## config.mk

```make
export PLATFORM = sky130hd
export DESIGN_NAME = logic_unit_pipe
export DESIGN_NICKNAME = d
export VERILOG_FILES = /design/src/rtl/logic_unit_pipe.sv
export SDC_FILE = /design/constraint.sdc
export NUM_CORES = 1
export LEC_CHECK = 0
export BUFFER_PORTS_ARGS = -buffer_cell sky130_fd_sc_hd__buf_4
export CAP_MARGIN = 15
export CORE_MARGIN = 2
export CORE_UTILIZATION = 47
export CTS_BUF_LIST = sky130_fd_sc_hd__clkbuf_16
export CTS_CLUSTER_SIZE = 16
export DETAILED_ROUTE_END_ITERATION = 7
export GPL_TIMING_DRIVEN = 0
export PLACE_DENSITY = 0.69
export SYNTH_ARGS = -nofsm -noshare
export SYNTH_HDL_FRONTEND = slang
export SYNTH_SLANG_ARGS = --single-unit
```

## constraint.sdc

```tcl
create_clock -name clk -period 3.5 [get_ports clk]
set_input_delay 0.875 -clock clk [delete_from_list [all_inputs] [get_ports clk]]
set_output_delay 0.875 -clock clk [all_outputs]
set_load 0.01 [all_outputs]
```

## src/rtl/logic_unit_pipe.sv

```systemverilog
// logic_unit_pipe: a pipelined bitwise logic unit with valid/ready handshakes on
// both sides and a counter of completed output transfers.
// Every pipeline slot holds a valid bit and the result word. The last slot also
// holds the zero flag and the population count, so all outputs change together.
module logic_unit_pipe #(
    parameter int WIDTH  = 8,
    parameter int STAGES = 2,
    parameter int CNT_W  = 16
) (
    input  logic                       clk,
    input  logic                       rst,
    input  logic                       in_valid,
    output logic                       in_ready,
    input  logic [WIDTH-1:0]           A,
    input  logic [WIDTH-1:0]           B,
    input  logic [2:0]                 OP,
    output logic                       out_valid,
    input  logic                       out_ready,
    output logic [WIDTH-1:0]           Y,
    output logic                       Z,
    output logic [$clog2(WIDTH+1)-1:0] ONES,
    output logic [CNT_W-1:0]           txn_count
);

    localparam int OW = $clog2(WIDTH + 1);

    typedef enum logic [2:0] {
        OP_AND  = 3'b000,
        OP_OR   = 3'b001,
        OP_NAND = 3'b010,
        OP_NOR  = 3'b011,
        OP_XOR  = 3'b100,
        OP_XNOR = 3'b101,
        OP_NOTA = 3'b110,
        OP_PASS = 3'b111
    } op_e;

    // Pipeline state. Slot STAGES-1 drives the outputs.
    logic [STAGES-1:0] valid_q, valid_d;
    logic [WIDTH-1:0]  y_q [STAGES];
    logic [WIDTH-1:0]  y_d [STAGES];
    logic              z_q, z_d;
    logic [OW-1:0]     ones_q, ones_d;
    logic [CNT_W-1:0]  cnt_q, cnt_d;

    // Combinational helpers
    logic [WIDTH-1:0]  func_y;
    logic [STAGES-1:0] adv;        // slot k hands its contents onward this cycle
    logic [STAGES-1:0] load;       // slot k takes new contents from its source
    logic [STAGES-1:0] src_v;
    logic [WIDTH-1:0]  src_y [STAGES];
    logic [OW-1:0]     pop_last;

    // Function mux. Every OP code decodes to a defined function.
    always_comb begin
        // NOTE: a default value is assigned before the case so that no path
        // leaves func_y unassigned, which would otherwise infer a latch.
        func_y = '0;
        case (op_e'(OP))
            OP_AND:  func_y = A & B;
            OP_OR:   func_y = A | B;
            OP_NAND: func_y = ~(A & B);
            OP_NOR:  func_y = ~(A | B);
            OP_XOR:  func_y = A ^ B;
            OP_XNOR: func_y = ~(A ^ B);
            OP_NOTA: func_y = ~A;
            OP_PASS: func_y = A;
            default: func_y = '0;
        endcase
    end

    // Flow control. A slot advances when the consumer is ready or when some slot
    // further downstream is empty, because the pipeline then compacts by one.
    always_comb begin
        logic hole;
        hole = 1'b0;
        adv  = '0;
        load = '0;
        for (int k = STAGES - 1; k >= 0; k--) begin
            adv[k]  = out_ready | hole;
            load[k] = ~valid_q[k] | adv[k];
            hole    = hole | ~valid_q[k];
        end
    end

    // Source of each slot: the function result for slot 0, otherwise the previous slot.
    always_comb begin
        src_v[0] = in_valid;
        src_y[0] = func_y;
        for (int k = 1; k < STAGES; k++) begin
            src_v[k] = valid_q[k-1];
            src_y[k] = y_q[k-1];
        end
    end

    // Population count of the word that is about to enter the last slot
    always_comb begin
        pop_last = '0;
        for (int i = 0; i < WIDTH; i++) begin
            pop_last = pop_last + OW'(src_y[STAGES-1][i]);
        end
    end

    // Next-state logic. Data moves only with a valid beat, so an empty slot keeps its last word.
    always_comb begin
        valid_d = valid_q;
        y_d     = y_q;
        z_d     = z_q;
        ones_d  = ones_q;
        for (int k = 0; k < STAGES; k++) begin
            if (load[k]) begin
                valid_d[k] = src_v[k];
                if (src_v[k]) begin
                    y_d[k] = src_y[k];
                end
            end
        end
        if (load[STAGES-1] && src_v[STAGES-1]) begin
            z_d    = ~|src_y[STAGES-1];
            ones_d = pop_last;
        end
        cnt_d = cnt_q + CNT_W'(out_valid && out_ready);
    end

    // State registers with asynchronous reset
    always_ff @(posedge clk or posedge rst) begin
        if (rst) begin
            valid_q <= '0;
            // NOTE: the data slots are reset as well, not only the valid bits,
            // because Y must read as zero after reset. The array is small.
            for (int k = 0; k < STAGES; k++) begin
                y_q[k] <= '0;
            end
            z_q    <= 1'b1;
            ones_q <= '0;
            cnt_q  <= '0;
        end else begin
            // NOTE: non-blocking assignments make every slot sample its pre-edge
            // neighbour, so the shift happens in parallel and does not ripple.
            valid_q <= valid_d;
            y_q     <= y_d;
            z_q     <= z_d;
            ones_q  <= ones_d;
            cnt_q   <= cnt_d;
        end
    end

    assign in_ready  = load[0];
    assign out_valid = valid_q[STAGES-1];
    assign Y         = y_q[STAGES-1];
    assign Z         = z_q;
    assign ONES      = ones_q;
    assign txn_count = cnt_q;

endmodule
```

After elaboration in Yosys (flattened, before gate mapping)
Cells that the tools add are included.
{ "totals": {"register_bits": 39, "rom_bits": 0, "in_bits": 23, "wordCells": 41, "mem_bits_rw": 0, "out_inout_bits": 31, "latchBits": 0, "n_memories": 0} }
{ "op_classes": {"shifts": 0, "n_bitwise": 11, "reduce_logical": 7, "n_div": 0, "n_eq_ne": 7, "n_mul": 0, "n_addsub": 8, "n_lt_le_gt_ge": 0, "n_mux": 1} }
{ "ops": {"columns": ["op", "count"], "rows": [
  ["8-bit one-hot mux with 8 select lines", 1],
  ["8-bit inverter", 4],
  ["16-bit by 1-bit adder with 16-bit output", 1],
  ["4-bit by 1-bit adder with 4-bit output", 4],
  ["3-bit equality test (second input constant)", 4],
  ["8-bit AND", 1],
  ["8-bit OR", 1],
  ["8-bit OR reduction", 1],
  ["8-bit bitwise XOR", 1],
  ["3-bit by 2-bit equality test with 1-bit output (second input constant)", 2],
  ["3-bit by 1-bit adder with 4-bit output", 1],
  ["2-bit AND reduction", 2],
  ["2-bit by 1-bit adder with 3-bit output", 1],
  ["3-bit by 1-bit equality test with 1-bit output (second input constant)", 1],
  ["3-bit zero test", 1],
  ["1-bit by 1-bit adder with 2-bit output", 1],
  ["1-bit logical AND", 2],
  ["1-bit inverter", 2],
  ["1-bit OR", 2],
  ["1-bit zero test", 1]
]} }

Logic depth before layout (Yosys ltp)
{ "depth": {"ltp_word": 7, "depth_mapped": 10, "mapped_depth_nobuf": 10} }

Worst setup path before layout
Ideal clock, no wire load.
{ "synth_path": {"kind": "reg2reg", "startpoint": "register y_q (netlist bit src_y[1])", "endpoint": "register ones_q[2] (netlist: ONES[2])", "synth_period_minus_slack_ns": 2.733, "arrival_ns": 2.602, "setup_ns": 0.132, "path_slack_ns": 0.767, "path_buffers": 0, "stages_incl_launch_ff": 11, "required_time_ns": 3.368, "cell_sequence": "dfrtp_1 > inv_1 > fa_1 > fa_1 > fa_1 > inv_1 > ha_1 > inv_1 > fa_1 > xor2_1 > o21ai_1"} }
{ "synth_between": {"elab_chain_cells": 7} }
{ "synth_rtl": {"columns": ["item", "line_no", "text"], "rows": [
  ["start: declaration", "40", "logic [WIDTH-1:0] y_q [STAGES];"],
  ["start signal: assignment", "141", "y_q <= y_d;"],
  ["1-bit by 1-bit adder with 2-bit output", "100", "pop_last = pop_last + OW'(src_y[STAGES-1][i]);"],
  ["2-bit by 1-bit adder with 3-bit output", "100", null],
  ["3-bit by 1-bit adder with 4-bit output", "100", null],
  ["4-bit by 1-bit adder with 4-bit output (4 in a row)", "100", null],
  ["end signal: assignment", "143", "ones_q <= ones_d;"],
  ["end: declaration", "43", "logic [OW-1:0] ones_q, ones_d;"]
]} }
No other way between the ends.
A chain may end at the register's enable or synchronous reset.

Final worst setup path
{ "layout_path": {"startpoint": "register y_q (netlist bit src_y[3])", "endpoint": "register ones_q[2] (netlist: ONES[2])"} }
{ "layout_between": {"elab_chain_cells": 5} }
{ "layout_rtl": {"columns": ["item", "line_no"], "rows": [
  ["3-bit by 1-bit adder with 4-bit output", "100"],
  ["4-bit by 1-bit adder with 4-bit output (4 in a row)", "100"]
]} }
No other way between the ends.

==> impl_metrics.env <==
export IMPL_io_buffers=53
export IMPL_synth_seq_cells=39
export IMPL_ff2ff_setup_slack_ns=0.61
export IMPL_post_cts_setup_buffer_count=0
export IMPL_cts_tree="yes"
export IMPL_holdWs_ns=0.475
export IMPL_synth_ff_type="dfrtp_1"
export IMPL_synth_area_leader_cell="dfrtp_1"
export IMPL_critPathKind="reg -> reg"
export IMPL_crit_path_cell_trace="inv_1, fa_1, fa_1, fa_1, inv_1, ha_1, inv_1, fa_1, xor2_1, o21ai_1"
export IMPL_worstReg2RegEnd="ONES[2]$_DFFE_PP0P_"
export IMPL_drt_vias_per_instance=5.27
export IMPL_status="finished clean"
export IMPL_hold_path_startpoint="ONES[1]$_DFFE_PP0P_"
export IMPL_synth_top_area_share=0.366
export IMPL_final_setup_viol_count=0
export IMPL_max_vdd_ir_drop_mv=0.254
export IMPL_power_density_nw_per_um2=506
export IMPL_cts_resized=0
export IMPL_hpwl_um=4140
export IMPL_cp_slowest_cell="fa_1"
export IMPL_top_usage_layer="met2"
export IMPL_rsz0062_at_grt="false"
export IMPL_synth_most_common_cell="dfrtp_1"
export IMPL_post_place_ws_ns=0.631
export IMPL_dieArea_sq_um=6140
export IMPL_period_needed_ns=2.89
export IMPL_drt_first_iter_violations=78
export IMPL_setup_tns_ns=0
export IMPL_synth_xor_area_frac=0.0506
export IMPL_synth_top_family_by_area="simple AND/OR/NAND/NOR gates"
export IMPL_grt_pass1_vias=2050
export IMPL_synth_edf_count=0
export IMPL_whs_endpoint="ONES[1]$_DFFE_PP0P_"
export IMPL_ctsHoldBuffers=0
export IMPL_rows=27
export IMPL_clk_path_buf_depth=2
export IMPL_finalHoldViolations=0
export IMPL_avgSynthCellArea_sq_um=9.73
export IMPL_grt_pass1_wl_um=9320
export IMPL_synth_area_sq_um=2600
export IMPL_worstPathMaxFanout=3
export IMPL_synthDistinctLibCells=51
export IMPL_diodes=0
export IMPL_yosys_top_cells_count="38 x dfrtp_1, 33 x inv_1, 22 x ha_1, 22 x nand2_1, 18 x nor2_1"
export IMPL_synth_warnings=0
export IMPL_grt_start_max_net_pins=40
export IMPL_finalMaxSlewViolations=0
export IMPL_htreeDepth=2
export IMPL_drc=0
export IMPL_cts_root_buf="clkbuf_16"
export IMPL_slew_limit_headroom=0.477
export IMPL_gp_congestion=0.850
export IMPL_yosysSeqAreaShare=0.376
export IMPL_yosys_area_share_adder=0.137
export IMPL_area_growth_pct=23.9
export IMPL_fp_dieH_um=78.4
export IMPL_synth_cells=267
export IMPL_fin_util=0.592
export IMPL_dieWidth_um=78.4
export IMPL_wl_um=5250
export IMPL_synth_area_mux_share=0.0356
export IMPL_end_kind="register"
export IMPL_grtUsageMet1=0.250
export IMPL_ios=54
export IMPL_layout_setup_ws_ns=0.611
export IMPL_cts_sinks=39
export IMPL_nNetsFinal=376
export IMPL_postRouteAntennaNets=0
export IMPL_p_leak_nw=1.63
export IMPL_vias=2104
export IMPL_synthTopCellsByArea="dfrtp_1 37%, ha_1 11%, inv_1 4.8%, nand2_1 3.2%, fa_1 3.1%"
export IMPL_synth_compound_area_frac=0.156
export IMPL_grtUsageMet2=0.311
export IMPL_path_clk_slew_ns=0.05
export IMPL_whs_path_depth=2
export IMPL_tightestPinTransition_ns=0.783
export IMPL_rr_worst_depth=10
export IMPL_cp_required_ns=3.64
export IMPL_gr_total_overflow=0
export IMPL_critPathArrivalTime_ns=3.03
export IMPL_drt_first_pass_iters=4
export IMPL_hold_class="reg -> reg"
export IMPL_r2r_start="src_y[3]$_DFFE_PP0P_"
export IMPL_start_util=0.478
export IMPL_clkLatencyLatePin_ns=0.27
export IMPL_skew_ns=0.00208
export IMPL_async_flop_share=1.00
export IMPL_fmax_mhz=346
export IMPL_synth_simple_area_share=0.167
export IMPL_slowest_delay_ns=0.51
export IMPL_drv_cap=0
export IMPL_cts_buffers_inserted=5
export IMPL_total_power_mw=1.63
export IMPL_min_period_over_period=0.825
export IMPL_synth_nets=316
export IMPL_start_kind="register"
export IMPL_grtUsageMet3=0.0276
export IMPL_drive_gt1_frac=0.257
export IMPL_antenna_found_initial=0
export IMPL_routedWlPerCell_um=13.2
export IMPL_core_area_sq_um=5440
export IMPL_cpMostUsedCell="fa_1"
export IMPL_track_usage=0.186
export IMPL_crit_start="src_y[3]$_DFFE_PP0P_"
[flip-flops by register name, indices dropped and copies added (netlist names)]
signal     count
Z              1
Y              8
txn_count     16
valid_q        2
ONES           4
src_y          8
[layout make-up]
type                    instances  area (sq um)
clock buffers                   5           125
multi-input cells             182          1420
well taps                      72          90.1
repair buffers                 53           398
inverters                      33           124
clock inverters                 2          8.76
fillers                       512          2220
plain buffers                  13          81.3
flip-flops and latches         39           977
[power breakdown]
group / switching, mW / total (mW) / internal, mW
clock network: 0.153 / 0.409 / 0.255
registers: 0.0803 / 0.632 / 0.551
logic: 0.292 / 0.588 / 0.296
total: 0.526 / 1.63 / 1.10
[worst max path at each step]
stage / end / slack (ns) / cells past startpoint
after floorplan: ONES[2]$_DFFE_PP0P_ / 0.77 / 10
after global placement: ONES[2]$_DFFE_PP0P_ / 0.63 / 10
after detailed placement: ONES[2]$_DFFE_PP0P_ / 0.63 / 10
after CTS: ONES[2]$_DFFE_PP0P_ / 0.61 / 10
after global routing: ONES[2]$_DFFE_PP0P_ / 0.48 / 10
final: ONES[2]$_DFFE_PP0P_ / 0.61 / 10
[cell families (layout without fill, tap and decap cells)]
logic type | Yosys count | in the layout
mux | 9 | 9
compound gates | 51 | 51
xor+xnor | 15 | 15
fa+ha+maj | 26 | 26
flops | 39 | 39
buf+inv | 46 | 106
simple gates | 81 | 81
[layer usage]
| metal | wire (um) | share of wire |
|---|---|---|
| met5 | 0 | 0 |
| met4 | 55 | 0.010 |
| met3 | 177 | 0.034 |
| met2 | 2580 | 0.49 |
| met1 | 2440 | 0.46 |
[cells in the final DEF, fill, tap and decap left out, types with 5 or more instances in the layout]
| cell type | Yosys | final |
|---|---|---|
| buf_4 | 2 | 55 |
| dfrtp_1 | 38 | 38 |
| inv_1 | 33 | 32 |
| nand2_1 | 22 | 22 |
| ha_1 | 22 | 22 |
| nor2_1 | 18 | 18 |
| o21ai_0 | 9 | 9 |
| nor3_1 | 8 | 8 |
| xor2_1 | 8 | 8 |
| mux2i_1 | 7 | 7 |
| xnor2_1 | 7 | 7 |
| o221ai_1 | 6 | 6 |
| nand3_1 | 6 | 6 |
| buf_2 | 5 | 5 |
| a211o_1 | 5 | 5 |
| o22ai_1 | 5 | 5 |
| nor2b_1 | 5 | 5 |
| clkbuf_16 | 0 | 5 |
[stage by stage]
stage	cell area (sq um)	instances
5_1_grt	3220	399
3_3_place_gp	3090	392
2_1_floorplan	2600	267
6_report	3220	399
4_1_cts	3220	399
3_5_place_dp	3090	392
[worst max-delay path, delay by kind of cell (launching register included)]
kind	cells	cell delay, ns
buffers and inverters	3	0.26
AO/OA/AOI/OAI	1	0.07
flip-flops	1	0.37
XOR/XNOR	1	0.16
adder cells (fa/ha/maj)	5	1.90
Note: power is estimated with default switching activity, not from simulation.
